`src/rtl/adc_frame_capture.sv`:
```
// adc_frame_capture
// Capture front-end between the ADC sampler and the analysis core.
// Accepted samples are optionally block-averaged per channel (DECIM samples
// summed, then shifted right by log2(DECIM)). The resulting beats are grouped
// into frames of FRAME_LEN beats and queued in an output FIFO.
//
// Ports:
//   clk, reset           system clock, asynchronous active-low reset
//   start / stop         single-cycle pulses: arm a capture / end continuous capture
//   adc_data, adc_data_valid, adc_channel   raw interleaved sample stream
//   out_data, out_channel, out_first, out_last, out_valid / out_ready
//                        framed output stream
//   busy                 FSM not idle or FIFO not empty
//   overrun              sticky: a beat was dropped because the FIFO was full
//   dbg_state            current FSM state (IDLE=0, ARM=1, CAPTURE=2, DRAIN=3)
//
// Handshake: a beat transfers on a rising clk edge where out_valid and
// out_ready are both high. out_valid and the beat fields are flop outputs that
// hold until the transfer; out_ready never reaches out_valid combinationally.

module adc_frame_capture #(
  parameter int DATA_W     = 12,
  parameter int NUM_CH     = 1,
  parameter int CH_W       = 3,
  parameter int DECIM      = 1,
  parameter int FRAME_LEN  = 1024,
  parameter int FIFO_DEPTH = 16,
  parameter int CONTINUOUS = 0
) (
  input  logic              clk,
  input  logic              reset,
  input  logic              start,
  input  logic              stop,
  input  logic [DATA_W-1:0] adc_data,
  input  logic              adc_data_valid,
  input  logic [CH_W-1:0]   adc_channel,
  output logic [DATA_W-1:0] out_data,
  output logic [CH_W-1:0]   out_channel,
  output logic              out_valid,
  input  logic              out_ready,
  output logic              out_first,
  output logic              out_last,
  output logic              busy,
  output logic              overrun,
  output logic [1:0]        dbg_state
);

  localparam int DEC_SH = $clog2(DECIM);
  localparam int ACC_W  = DATA_W + DEC_SH;
  localparam int CNT_W  = (DEC_SH > 0) ? DEC_SH : 1;
  localparam int FC_W   = $clog2(FRAME_LEN);
  localparam int PTR_W  = $clog2(FIFO_DEPTH);
  localparam int OCC_W  = PTR_W + 1;
  localparam int ENT_W  = DATA_W + CH_W + 2;

  localparam logic [CH_W:0]    NUM_CH_V = (CH_W + 1)'(NUM_CH);
  localparam logic [FC_W-1:0]  FC_LAST  = FC_W'(FRAME_LEN - 1);
  localparam logic [CNT_W-1:0] CNT_LAST = CNT_W'(DECIM - 1);
  localparam logic [OCC_W-1:0] OCC_FULL = OCC_W'(FIFO_DEPTH);
  localparam bit               CONT     = (CONTINUOUS != 0);

  typedef enum logic [1:0] {S_IDLE, S_ARM, S_CAPTURE, S_DRAIN} state_t;

  state_t              state_q, state_d;
  logic                stop_pend_q, stop_pend_d;
  logic                overrun_q, overrun_d;
  logic [FC_W-1:0]     frame_cnt_q, frame_cnt_d;
  logic [ACC_W-1:0]    acc_q [NUM_CH];
  logic [ACC_W-1:0]    acc_d [NUM_CH];
  logic [CNT_W-1:0]    cnt_q [NUM_CH];
  logic [CNT_W-1:0]    cnt_d [NUM_CH];
  logic                beat_vld_q, beat_vld_d;
  logic [DATA_W-1:0]   beat_data_q, beat_data_d;
  logic [CH_W-1:0]     beat_ch_q, beat_ch_d;
  logic [PTR_W-1:0]    wr_ptr_q, wr_ptr_d;
  logic [PTR_W-1:0]    rd_ptr_q, rd_ptr_d;
  logic [OCC_W-1:0]    mem_cnt_q, mem_cnt_d;
  logic                out_valid_q, out_valid_d;
  logic [ENT_W-1:0]    out_ent_q, out_ent_d;
  logic [ENT_W-1:0]    mem_q [FIFO_DEPTH];

  logic [OCC_W-1:0]    occ;
  logic                pop, fifo_full, ch_ok, accept, wr_en, load, is_first, is_last;
  logic [ENT_W-1:0]    wr_ent;
  logic [ACC_W-1:0]    sum;

  // The output register counts toward FIFO occupancy, so FIFO_DEPTH beats in
  // total can be held and out_valid rises one edge after the FIFO write.
  assign occ       = mem_cnt_q + OCC_W'(out_valid_q);
  assign pop       = out_valid_q && out_ready;
  assign fifo_full = (occ == OCC_FULL);
  assign ch_ok     = ({1'b0, adc_channel} < NUM_CH_V);
  // In ARM only a channel-0 sample may open the frame, keeping channels aligned.
  assign accept    = adc_data_valid && ch_ok &&
                     ((state_q == S_CAPTURE) || ((state_q == S_ARM) && (adc_channel == '0)));
  assign is_first  = (frame_cnt_q == '0);
  assign is_last   = (frame_cnt_q == FC_LAST);

  always_comb begin
    state_d     = state_q;
    stop_pend_d = stop_pend_q;
    overrun_d   = overrun_q;
    frame_cnt_d = frame_cnt_q;
    acc_d       = acc_q;
    cnt_d       = cnt_q;
    beat_vld_d  = 1'b0;
    beat_data_d = beat_data_q;
    beat_ch_d   = beat_ch_q;
    wr_ptr_d    = wr_ptr_q;
    rd_ptr_d    = rd_ptr_q;
    out_valid_d = out_valid_q;
    out_ent_d   = out_ent_q;
    wr_en       = 1'b0;
    wr_ent      = '0;
    sum         = '0;
    load        = 1'b0;

    // Per-channel block averaging; the completed beat is registered one edge later.
    if (accept) begin
      for (int c = 0; c < NUM_CH; c++) begin
        if ({1'b0, adc_channel} == (CH_W + 1)'(c)) begin
          sum       = acc_q[c] + ACC_W'(adc_data);
          beat_ch_d = adc_channel;
          if ((DECIM == 1) || (cnt_q[c] == CNT_LAST)) begin
            beat_vld_d  = 1'b1;
            beat_data_d = (DECIM == 1) ? adc_data : sum[DEC_SH +: DATA_W];
            acc_d[c]    = '0;
            cnt_d[c]    = '0;
          end else begin
            acc_d[c] = sum;
            cnt_d[c] = cnt_q[c] + 1'b1;
          end
        end
      end
    end

    // Beats only enter the FIFO while capturing; a beat finding the FIFO full
    // (with no simultaneous read) is dropped and does not count toward the frame.
    if (beat_vld_q && (state_q == S_CAPTURE)) begin
      if (fifo_full && !pop) begin
        overrun_d = 1'b1;
      end else begin
        wr_en       = 1'b1;
        wr_ent      = {is_first, is_last, beat_ch_q, beat_data_q};
        wr_ptr_d    = wr_ptr_q + 1'b1;
        frame_cnt_d = is_last ? '0 : frame_cnt_q + 1'b1;
      end
    end

    // Refill the output register whenever it is empty or being consumed.
    if (pop) out_valid_d = 1'b0;
    if ((!out_valid_q || pop) && (mem_cnt_q != '0)) begin
      load        = 1'b1;
      out_valid_d = 1'b1;
      out_ent_d   = mem_q[rd_ptr_q];
      rd_ptr_d    = rd_ptr_q + 1'b1;
    end
    mem_cnt_d = mem_cnt_q + OCC_W'(wr_en) - OCC_W'(load);

    case (state_q)
      S_IDLE: begin
        if (start) begin
          state_d     = S_ARM;
          overrun_d   = 1'b0;
          stop_pend_d = 1'b0;
          frame_cnt_d = '0;
          for (int c = 0; c < NUM_CH; c++) begin
            acc_d[c] = '0;
            cnt_d[c] = '0;
          end
        end
      end
      S_ARM: begin
        if (CONT && stop)  state_d = S_IDLE;
        else if (accept)   state_d = S_CAPTURE;
      end
      S_CAPTURE: begin
        if (CONT && stop) stop_pend_d = 1'b1;
        if (wr_en && is_last) begin
          if (!(CONT && !stop_pend_q && !stop)) begin
            state_d     = S_DRAIN;
            stop_pend_d = 1'b0;
          end
        end
      end
      default: begin
        if ((mem_cnt_q == '0) && !out_valid_q) state_d = S_IDLE;
      end
    endcase
  end

  always_ff @(posedge clk or negedge reset) begin
    if (!reset) begin
      state_q     <= S_IDLE;
      stop_pend_q <= 1'b0;
      overrun_q   <= 1'b0;
      frame_cnt_q <= '0;
      for (int c = 0; c < NUM_CH; c++) begin
        acc_q[c] <= '0;
        cnt_q[c] <= '0;
      end
      beat_vld_q  <= 1'b0;
      beat_data_q <= '0;
      beat_ch_q   <= '0;
      wr_ptr_q    <= '0;
      rd_ptr_q    <= '0;
      mem_cnt_q   <= '0;
      out_valid_q <= 1'b0;
      out_ent_q   <= '0;
    end else begin
      state_q     <= state_d;
      stop_pend_q <= stop_pend_d;
      overrun_q   <= overrun_d;
      frame_cnt_q <= frame_cnt_d;
      acc_q       <= acc_d;
      cnt_q       <= cnt_d;
      beat_vld_q  <= beat_vld_d;
      beat_data_q <= beat_data_d;
      beat_ch_q   <= beat_ch_d;
      wr_ptr_q    <= wr_ptr_d;
      rd_ptr_q    <= rd_ptr_d;
      mem_cnt_q   <= mem_cnt_d;
      out_valid_q <= out_valid_d;
      out_ent_q   <= out_ent_d;
    end
  end

  // Storage needs no reset: the pointers and count define what is valid.
  always_ff @(posedge clk) begin
    if (wr_en) mem_q[wr_ptr_q] <= wr_ent;
  end

  assign {out_first, out_last, out_channel, out_data} = out_ent_q;
  assign out_valid = out_valid_q;
  assign busy      = (state_q != S_IDLE) || (occ != '0);
  assign overrun   = overrun_q;
  assign dbg_state = state_q;

endmodule

```
`config.mk`:
```
export PLATFORM = sky130hd
export DESIGN_NAME = adc_frame_capture
export DESIGN_NICKNAME = d
export VERILOG_FILES = /design/src/rtl/adc_frame_capture.sv
export SDC_FILE = /design/constraint.sdc
export NUM_CORES = 1
export LEC_CHECK = 0
export CAP_MARGIN = 20
export CORE_AREA = 2 2 175 177
export DETAILED_ROUTE_END_ITERATION = 16
export DIE_AREA = 0 0 177 179
export GPL_TIMING_DRIVEN = 0
export PLACE_DENSITY_LB_ADDON = 0.05
export SLEW_MARGIN = 20
export SYNTH_ARGS = -nofsm -noshare
export SYNTH_HDL_FRONTEND = slang
export SYNTH_SLANG_ARGS = --single-unit
```
`constraint.sdc`:
```
create_clock -name clk -period 3.2 [get_ports clk]
set_input_delay 0.48 -clock clk [delete_from_list [all_inputs] [get_ports clk]]
set_output_delay 0.48 -clock clk [all_outputs]
set_load 0.005 [all_outputs]
```
==> impl_results.md <==
- Outcome: completed
- Post-layout net count: about 820
- Number of nets with antenna violations after detailed routing: 0
- Width of the chip: between 150 and 200 microns
- Mean cell area of the mapped netlist: slightly below 20 sq um
- Asr flop ratio synth: between 10% and 20%
- Diodes inserted: 0
- Power density over the cells: ~760 mW/mm^2
- Total Power: between 0.01 and 0.015 W
- Clock sinks: 332
- Pre-Repair DR Iteration Count: 4
- Worst setup SP type: flop
- Number of flip-flops and latches in the synthesized netlist: 332
- Worst Slack Setup Final: slightly above 0.2 ns
- Setup TNS Final: 0 ns
- Multiplexer fraction of the synthesized cell area: 15.2%
- Transition at the pin with the smallest max-transition slack: ~1 ns
- Root cell of the clock tree: sky130_fd_sc_hd__clkbuf_16
- Die ar.: approximately 0.032 sq mm
- I/O pin count: 43
- Peak supply drop: 0.449 mV
- Final count of hold timing violations: 0
- Global-route wire length before repair: approximately 42,000 microns
- Post-synthesis simple-gate area fraction: roughly 4.1%
- Final setup violating endpoints: 0
- HP Class: in -> async
- Final setup skew: between 0.015 and 0.02 ns
- Setup crit end: mem_cnt_q[4]
- Clock-pin slew reported for the worst setup and hold paths after clock tree synthesis: about 0.06 ns
- Critical Path RT: 3.64 ns
- Final cell count without fillers: 1,201
- Arrival @ worst endpoint: approximately 3.4 ns
- Area growth syn-to-layout: 15.9%
- Headroom to the max-slew limit: 33.0%
- M1 WL: 12,400 microns
- Number of buffers added by the clock tree synthesis step: 37
- Wire length reported by the detailed router: between 20,000 and 30,000 microns
- Total core area: between 0.03 and 0.04 sq mm
- Reg2Reg Setup Slack: about 0.21 ns
- Global placement routability congestion: roughly 0.83
- FF-to-FF path depth: 15
- Vias in the first global route: between 6,000 and 7,000
- Largest net degree at the start of global routing: 54
- CTS tree: yes
- Distinct cells, synth: 52
- Detailed placement HPWL: approximately 18,000 microns
- Unrepaired setup endpoints after global routing: no
- Tcrit/Tclk final: 93.6%
- Met2 WL post-DR: between 10,000 and 15,000 microns
- Net Count, Synth: roughly 730
- Most frequent standard cell in the layout excluding fill and tap cells: sky130_fd_sc_hd__edfxtp_1
- Count of fill cells added during filler insertion: 2,438
- Die outline height: ~180 microns
- Via count: ~6,600
- Setup slack after placement: -0.112 ns
- Number of enable-type register cells in the synthesized netlist: ~270
- Routed length on met3: 911 microns
- Ys Warns: 0
- Commonest cells after routing, fill and taps aside: sky130_fd_sc_hd__edfxtp_1, sky130_fd_sc_hd__mux4_2, sky130_fd_sc_hd__dfrtp_1
- Main combinational cell family by area after synthesis: multiplexers
- Uppermost routed layer: met4
- Initial core utilization: 44.3%
- Via/cell ratio: approximately 5.5
- Remaining global-route overflow: 0
- Proportion of synthesized chip area in sequential cells: between 70% and 80%
- Netlist area before placement: between 0.01 and 0.015 sq mm
- Port-buffer cells: 41
- Global Route Usage Sum: between 15 and 20%
- DRC errors left: 0
- Clock latency at the later pin of the worst-skew pair: 0.51 ns
- Placed cell count: roughly 1,100
- Destination of the worst register-to-register timing path: mem_cnt_q[4]
- Row Count: 64
- Setup Crit Path Kind: reg -> reg
- Detail-routed net length per standard cell: between 20 and 25 microns
- Max-slew violation total from the final report: 0
- Deepest level of the CTS H-tree: 2
- Tmin final: 2.99 ns
- Peak Freq: approximately 330 MHz
- Synth Flop Type: sky130_fd_sc_hd__edfxtp_1
- Worst setup startpoint: mem_cnt_q[0]
- Number of antenna violations at the first check in global routing: 0
- Max Fanout on Critical Path: 10
- Synth Area in Compound Gates: 3.51%
- Arithmetic-cell share of the synthesized area counting full adders, half adders and majority gates: 2.03%
- Post-Synth XOR/XNOR Area: 0.725%
- Lkg Pwr: ~5.9 nW
- Max_cap viols: 0
- Max clock buf depth: 3
- Violation count after the first detailed-route iteration: around 480
- Type of element capturing the critical path: flop
- Startpoint of the lowest-slack register-to-register path: mem_cnt_q[0]
- Fraction of final layout cells with drive strength greater than 1: 21.9%
- Count of mapped cells out of synthesis: about 690
- WHS: roughly 0.33 ns
-- per-layer routing --
layer  up-vias  global-route usage, %
li1       2948                      -
met1      3464                   24.8
met2       128                   29.7
met3        43                   2.82
met4         0                   4.68
met5         -                      0
-- how the worst min path moves through the flow --
stage          depth (start not counted)  slack [ns]    startpoint        endpoint
5_1_grt                                2        0.35         reset  beat_data_q[0]
3_3_place_gp                           1        0.46  out_ent_q[9]    out_ent_q[9]
4_1_cts                                2        0.32         reset  beat_data_q[0]
3_5_place_dp                           1        0.32         reset  beat_data_q[5]
6_report                               2        0.33         reset  beat_data_q[2]
2_1_floorplan                          0        0.18         reset    beat_ch_q[0]
-- per-stage QoR --
| stage | utilization (%) | area [sq um] |
|---|---|---|
| detailed placement | 47.4 | 14200 |
| global placement | 47.3 | 14200 |
| floorplan | - | 13300 |
| finish | 51.3 | 15400 |
| global route | 51.3 | 15400 |
| CTS | 51.2 | 15400 |
-- power breakdown --
group | switching [W] | leakage [nW] | total [W] | internal, W
Sequential | 0.000208 | 3.70 | 0.00513 | 0.00492
Combinational | 0.00139 | 1.65 | 0.00272 | 0.00133
Clock | 0.00162 | 0.560 | 0.00389 | 0.00227
-- Yosys cell counts, types with 2 or more instances --
cell,instances,area share [%]
sky130_fd_sc_hd__and2_1,25,1.2
sky130_fd_sc_hd__ha_1,20,1.9
sky130_fd_sc_hd__inv_1,16,0.45
sky130_fd_sc_hd__buf_2,14,0.53
sky130_fd_sc_hd__mux2i_1,34,2.6
sky130_fd_sc_hd__nand3_1,4,0.15
sky130_fd_sc_hd__mux4_2,68,12
sky130_fd_sc_hd__nor3_1,4,0.15
sky130_fd_sc_hd__a21oi_1,12,0.45
sky130_fd_sc_hd__xnor2_1,9,0.59
sky130_fd_sc_hd__nand2b_1,3,0.14
sky130_fd_sc_hd__nand2_1,14,0.40
sky130_fd_sc_hd__or3_1,2,0.094
sky130_fd_sc_hd__and4_1,4,0.26
sky130_fd_sc_hd__clkbuf_1,13,0.37
sky130_fd_sc_hd__xor2_1,2,0.13
sky130_fd_sc_hd__dfrtp_1,60,11
sky130_fd_sc_hd__a311oi_1,2,0.13
sky130_fd_sc_hd__o31ai_1,2,0.11
sky130_fd_sc_hd__nand4_1,5,0.24
sky130_fd_sc_hd__and3_1,6,0.28
sky130_fd_sc_hd__nor2_1,11,0.31
sky130_fd_sc_hd__or4_1,4,0.23
sky130_fd_sc_hd__a21o_1,18,1.0
sky130_fd_sc_hd__inv_2,2,0.056
sky130_fd_sc_hd__nand2_2,2,0.094
sky130_fd_sc_hd__buf_4,2,0.11
sky130_fd_sc_hd__nor2b_1,3,0.14
sky130_fd_sc_hd__edfxtp_1,272,61
sky130_fd_sc_hd__mux2_2,12,1.0
sky130_fd_sc_hd__o211ai_1,4,0.23
sky130_fd_sc_hd__o22ai_1,17,0.80
sky130_fd_sc_hd__buf_1,3,0.085
sky130_fd_sc_hd__o21ai_0,5,0.19
-- cells by family after synthesis --
logic type / Yosys count
fa+ha+maj: 21
compound gates: 68
buf+inv: 51
simple gates: 94
xor+xnor: 11
flops: 332
mux: 115
-- state kept, by name, indices dropped and copies added (netlist names) --
signal,flops
beat_ch_q,3
overrun,1
beat_vld_q,1
out_ent_q,17
frame_cnt_q,10
beat_data_q,12
rd_ptr_q,4
wr_ptr_q,4
mem_cnt_q,5
out_valid,1
dbg_state,2
mem_q,272
-- cell type report --
| class | count | area [sq um] | share of cell area, % |
|---|---|---|---|
| clock buffer | 48 | 1030 | 6.68 |
| timing repair buffer | 46 | 467 | 3.03 |
| multi-input combinational | 309 | 3420 | 22.2 |
| inverter | 18 | 70.1 | 0.455 |
| buffer | 33 | 163 | 1.06 |
| tap | 396 | 495 | 3.22 |
| sequential | 332 | 9670 | 62.7 |
| clock inverter | 19 | 92.6 | 0.601 |
-- worst max-delay path: stages (launching register included) --
cell and delay, ns:
sky130_fd_sc_hd__dfrtp_1 0.40, sky130_fd_sc_hd__ha_1 0.22, sky130_fd_sc_hd__ha_2 0.20, sky130_fd_sc_hd__and3b_1 0.18, sky130_fd_sc_hd__o21ai_2 0.20, sky130_fd_sc_hd__o21a_4 0.18
sky130_fd_sc_hd__inv_4 0.07, sky130_fd_sc_hd__buf_6 0.15, sky130_fd_sc_hd__ha_1 0.27, sky130_fd_sc_hd__inv_1 0.04, sky130_fd_sc_hd__ha_1 0.20, sky130_fd_sc_hd__fa_2 0.37
sky130_fd_sc_hd__a21oi_2 0.16, sky130_fd_sc_hd__nor2_1 0.05, sky130_fd_sc_hd__nor2_1 0.10, sky130_fd_sc_hd__xnor2_1 0.12
-- what timing repair did --
action	in CTS	in global routing
setup endpoints to repair	137	69
endpoints found under the hold margin	7	0
gates resized for setup	7	8
buffers inserted	1	1
pin swaps	0	1
hold buffers	1	0
Power figures use the tool's default switching activity.
==> edit 1 (same settings) <==
Make the reset (`reset`) synchronous in one clocked block. Comments in the files are not updated.
--- a/src/rtl/adc_frame_capture.sv
+++ b/src/rtl/adc_frame_capture.sv
@@ -190,5 +190,5 @@
   end
 
-  always_ff @(posedge clk or negedge reset) begin
+  always_ff @(posedge clk) begin
     if (!reset) begin
       state_q     <= S_IDLE;
Formal check against the unedited RTL: differs if reset is asserted again (counterexample within 4 cycles, from zero or initial values and one cycle with reset low); with reset held inactive, the same outputs for 10 cycles.
==> edit 1 against the original RTL <==
- sequential cell count did not move
- wire length rose by 6.0%
- worst setup slack worse by 0.051 ns
- clock skew decreased by 0.0039 ns
- cell area decreased by 0.79%
- global-route usage increased by 0.83 points
- total power fell by 5.4%
- via count increased by 4.9%
- synthesized area fell by 1.4%
- utilization shrank 0.40 points
- sequential power is 4% lower
- hold slack gained 0.12 ns
- critical path type unchanged
- critical endpoint is now mem_cnt_q[4]
- largest power group unchanged
==> edit 1: results (changes against the original RTL) <==
* Result of the run: completed (unchanged)
* Worst Tran Pin Value at 0.9558 ns (was 1.005 ns)
* Arrival time worst endpoint at 3.49 ns (was 3.43 ns)
* Iteration-0 DRC Markers at 508 (was 476)
* Combinational share of power at 20.4% (was 23.1%)
* Peak per-stage delay on the critical path at 0.38 ns (was 0.40 ns)
* Proportion of synthesized chip area in sequential cells at 71.45% (was 72.74%)
* Share of cells above drive strength 1 at 23.98% (was 21.86%)
* Most numerous cell types in the synthesized netlist: edfxtp_1 (272), mux4_2 (68), dfxtp_1 (60) (was edfxtp_1 (272), mux4_2 (68), dfrtp_1 (60))
* Total met3 wirelength after detailed routing at 1257 um (was 911 um)
* Skew final at 0.01489 ns (was 0.01875 ns)
* WL met2 at 14,300 um (was 13,380 um)
* Launch point of the worst reg-to-reg path: out_valid (was mem_cnt_q[0])
* CTS buffer count at 36 (was 37)
* Global-route wire length before repair at 43,310 um (was 42,060 um)
* Wire length per cell at 22.98 um (was 22.64 um)
* Post-Syn Instances at 747 (was 692)
* Placed Instance Area at 14,040 sq um (was 14,240 sq um)
* Final weighted congestion in routability-driven placement at 0.7796 (was 0.8281)
* Largest cells by area after synthesis: edfxtp_1 (62%), mux4_2 (12%), dfxtp_1 (9.2%) (was edfxtp_1 (61%), mux4_2 (12%), dfrtp_1 (11%))
* Number of detailed-route iterations in the first pass at 5 (was 4)
* Met1 Usage GRT at 25.19% (was 24.83%)
* Area overhead of the layout relative to synthesis at 16.59% (was 15.93%)
* Global routing usage summed across all routing layers at 18.71% (was 17.88%)
* Post-placement cell count at 1,186 (was 1,131)
* Fraction of registers with async set or reset after synthesis at 0% (was 18.07%)
* R2r endpoint: mem_cnt_q[4] (unchanged)
* Met2 Resource Use GR at 32.10% (was 29.67%)
* Number of nets in the synthesized netlist at 789 (was 734)
* Vias per std cell at 5.504 (was 5.481)
* Met3 demand-to-capacity share in global routing at 2.884% (was 2.820%)
* Cell variety after synth at 53 (was 52)
* Worst hold slack at 0.4539 ns (was 0.3313 ns)
* Maximum number of pins on one net before global-route repair at 21 (was 54)
* Class of the most critical hold timing path: reg2reg (was in2async)
* Via count of the first global-routing pass at 7,220 (was 6,987)
==> edit 1: changes by cell type in the layout (fill, tap and decap cells not counted), sizes merged, moves of 5 or more <==
cell / delta
a211oi: +16
a21o: -17
a21oi: +15
and2: -5
and3: +13
dfrtp: -60
dfxtp: +60
mux2i: -31
nand2: +24
nor2: +8
o22ai: +17
==> edit 1: area by class of cell <==
cell class	instances	share of cell area, %
Sequential cell	332	61.32
Multi-Input combinational cell	357	23.27
Clock buffer	43	6.334
Tap cell	396	3.241
Timing Repair Buffer	47	2.987
Buffer	39	1.399
Clock inverter	23	0.9903
Inverter	18	0.4583
==> edit 1: worst max-delay path: cells and delay by family (launching register included) <==
kind,cells,cell delay [ns]
DFF,1,0.36
buffers and inverters,5,0.35
AOI/OAI and AO/OA,4,0.62
adders and majority gates,5,0.97
and+or+nand+nor,3,0.66
==> edit 1: cell families after synthesis <==
group / synth area share [%]
xor gates and xnor gates: 0.6679
DFF: 71.45
AOI/OAI and AO/OA: 4.990
and+or+nand+nor: 5.410
adders and majority gates: 2.061
muxes: 13.37
buffers and inverters: 2.051
==> edit 1: what timing repair did <==
| action | CTS | global route |
|---|---|---|
| hold buffers | 0 | 0 |
| hold endpoints to repair | 0 | 0 |
| gates resized for setup | 15 | 22 |
| gates cloned | 0 | 0 |
| setup buffers | 0 | 4 |
| setup endpoints to repair | 200 | 15 |
| pin swaps | 0 | 6 |
==> edit 1: worst max path at each step <==
stage	start	to	slack, ns	depth (start not counted)
after floorplan	out_valid	mem_cnt_q[4]	0.28	17
after global routing	out_valid	mem_cnt_q[4]	0.005	17
final	out_valid	mem_cnt_q[4]	0.16	17
after global placement	out_valid	mem_q[3][11]	-0.91	6
after detailed placement	out_ready	mem_cnt_q[4]	-0.70	15
after CTS	out_valid	mem_cnt_q[4]	-0.05	17
==> edit 2 (same settings) <==
Without the edit above. `FRAME_LEN`: 1024 -> 512.
--- a/src/rtl/adc_frame_capture.sv
+++ b/src/rtl/adc_frame_capture.sv
@@ -24,5 +24,5 @@
   parameter int CH_W       = 3,
   parameter int DECIM      = 1,
-  parameter int FRAME_LEN  = 1024,
+  parameter int FRAME_LEN  = 512,
   parameter int FIFO_DEPTH = 16,
   parameter int CONTINUOUS = 0
Formal check against the unedited RTL: same outputs for any inputs over 10 cycles, from zero or initial values and one cycle with reset low; that may be too few to reach the edited logic, so the function may still have changed.
==> edit 2 against the original RTL <==
- sequential cell count decreased by 1
- largest cell class unchanged
- cell area up 0.23%
- total power up 2.1%
- combinational power grew 7.7%
- largest power group unchanged
- wire length rose by 7.4%
- synthesized area is essentially flat
- global-route usage increased by 1.3 points
- register-to-register slack lost 0.06 ns
- worst setup slack got worse by 0.085 ns
==> edit 2: results (changes against the original RTL) <==
* Placed Instance Area at 14,240 sq um (about the same)
* Minimum setup slack among reg-to-reg paths at 0.15 ns (was 0.21 ns)
* Cell variety after synth at 49 (was 52)
* Via count of the first global-routing pass at 6,894 (was 6,987)
* Worst setup timing slack at the placement stage at -0.05860 ns (was -0.1123 ns)
* Post-Syn Instances at 689 (was 692)
* Parity-gate share of the synthesized area counting xor and xnor cells at 0.7250% (was 0.7248%)
* Global routing usage summed across all routing layers at 19.18% (was 17.88%)
* Share of cells above drive strength 1 at 22.89% (was 21.86%)
* CP Class: reg2out (was reg2reg)
* Wire length per cell at 24.33 um (was 22.64 um)
* Arrival time worst endpoint at 2.60 ns (was 3.43 ns)
* Compound-cell area share of the yosys netlist at 3.202% (was 3.511%)
* Crit-path max FO at 3 (was 10)
* Total combinational power at 2.93 mW (was 2.72 mW)
* Launch point of the worst reg-to-reg path: out_valid (was mem_cnt_q[0])
* Iteration-0 DRC Markers at 556 (was 476)
* Endpoint of the worst setup timing path: busy (was mem_cnt_q[4])
* Multiplexer fraction of the synthesized cell area at 15.34% (was 15.18%)
* Post-placement cell count at 1,128 (was 1,131)
* Result of the run: completed (unchanged)
* Combinational share of power at 24.5% (was 23.1%)
* Final weighted congestion in routability-driven placement at 0.8040 (was 0.8281)
* Most numerous cell types in the synthesized netlist: edfxtp_1 (272), mux4_2 (68), dfrtp_1 (59) (was edfxtp_1 (272), mux4_2 (68), dfrtp_1 (60))
* Largest cells by area after synthesis: edfxtp_1 (61%), mux4_2 (12%), dfrtp_1 (11%) (unchanged)
* Synthesized-area fraction occupied by adder cells at 2.128% (was 2.033%)
* Maximum number of pins on one net before global-route repair at 35 (was 54)
* Global-route wire length before repair at 43,550 um (was 42,060 um)
* Peak supply drop at 0.0004351 V (was 0.0004493 V)
* Peak per-stage delay on the critical path at 0.51 ns (was 0.40 ns)
* Leakage Power at 5.953 nW (was 5.913 nW)
* Resize count post-CTS at 2 (was 7)
* Worst hold slack at 0.4419 ns (was 0.3313 ns)
* Buffers inserted during post-CTS setup optimization at 2 (was 1)
* Share of power burned in the clock network at 32.8% (was 33.1%)
* CTS buffer count at 36 (was 37)
* Skew final at 0.01095 ns (was 0.01875 ns)
* Sw power at 3.272 mW (was 3.217 mW)
* Number of detailed-route iterations in the first pass at 5 (was 4)
* Fill cell total of the finished layout at 2,452 (was 2,438)
* Worst Tran Pin Value at 1.091 ns (was 1.005 ns)
* Final net count at 821 (was 819)
[edit 2: cell types whose count changed after synthesis, moves of 3 or more]
cell | unedited run | this run
and3_1 | 6 | 18
clkbuf_1 | 13 | 4
nor2_1 | 11 | 20
and2_1 | 25 | 18
a21oi_1 | 12 | 8
and4_1 | 4 | 0
buf_2 | 14 | 18
buf_4 | 2 | 6
a32o_1 | 0 | 3
nor2b_1 | 3 | 6
o211ai_1 | 4 | 1
or4_1 | 4 | 1
[edit 2: worst max-delay path: cells and delay by family, from the launching register on]
family / cells / cell delay, ns
buf+inv: 2 / 0.44
simple gates: 1 / 0.51
flops: 1 / 0.39
xor+xnor: 1 / 0.15
compound gates: 1 / 0.15
fa+ha+maj: 2 / 0.46
[edit 2: layout make-up]
class                           count  area (sq um)  share of cell area, %
Tap cell                          396         495.5                  3.208
Clock inverter                     14         133.9                 0.8668
Inverter                           15         56.30                 0.3645
Multi-Input combinational cell    311          3435                  22.24
Timing Repair Buffer               51         511.7                  3.313
Clock buffer                       50         974.7                  6.311
Buffer                             32         193.9                  1.256
Sequential cell                   331          9644                  62.44
[edit 2: logic make-up (layout without fill, tap and decap cells)]
group | Yosys count | in the layout
AND/OR/NAND/NOR | 99 | 99
AO/OA/AOI/OAI | 62 | 62
XOR/XNOR | 11 | 11
flip-flops | 331 | 331
multiplexers | 117 | 117
adder cells (fa/ha/maj) | 22 | 22
buffers and inverters | 47 | 162
[edit 2: metal layers]
layer  vias up  GRT usage [%]  part of all wire (%)
met1      3439          26.46                    44
met2       197          32.54                    49
met5         -              0                     0
met3        34          2.693                   4.9
li1       2930              -                     -
met4         0          4.477                   1.6
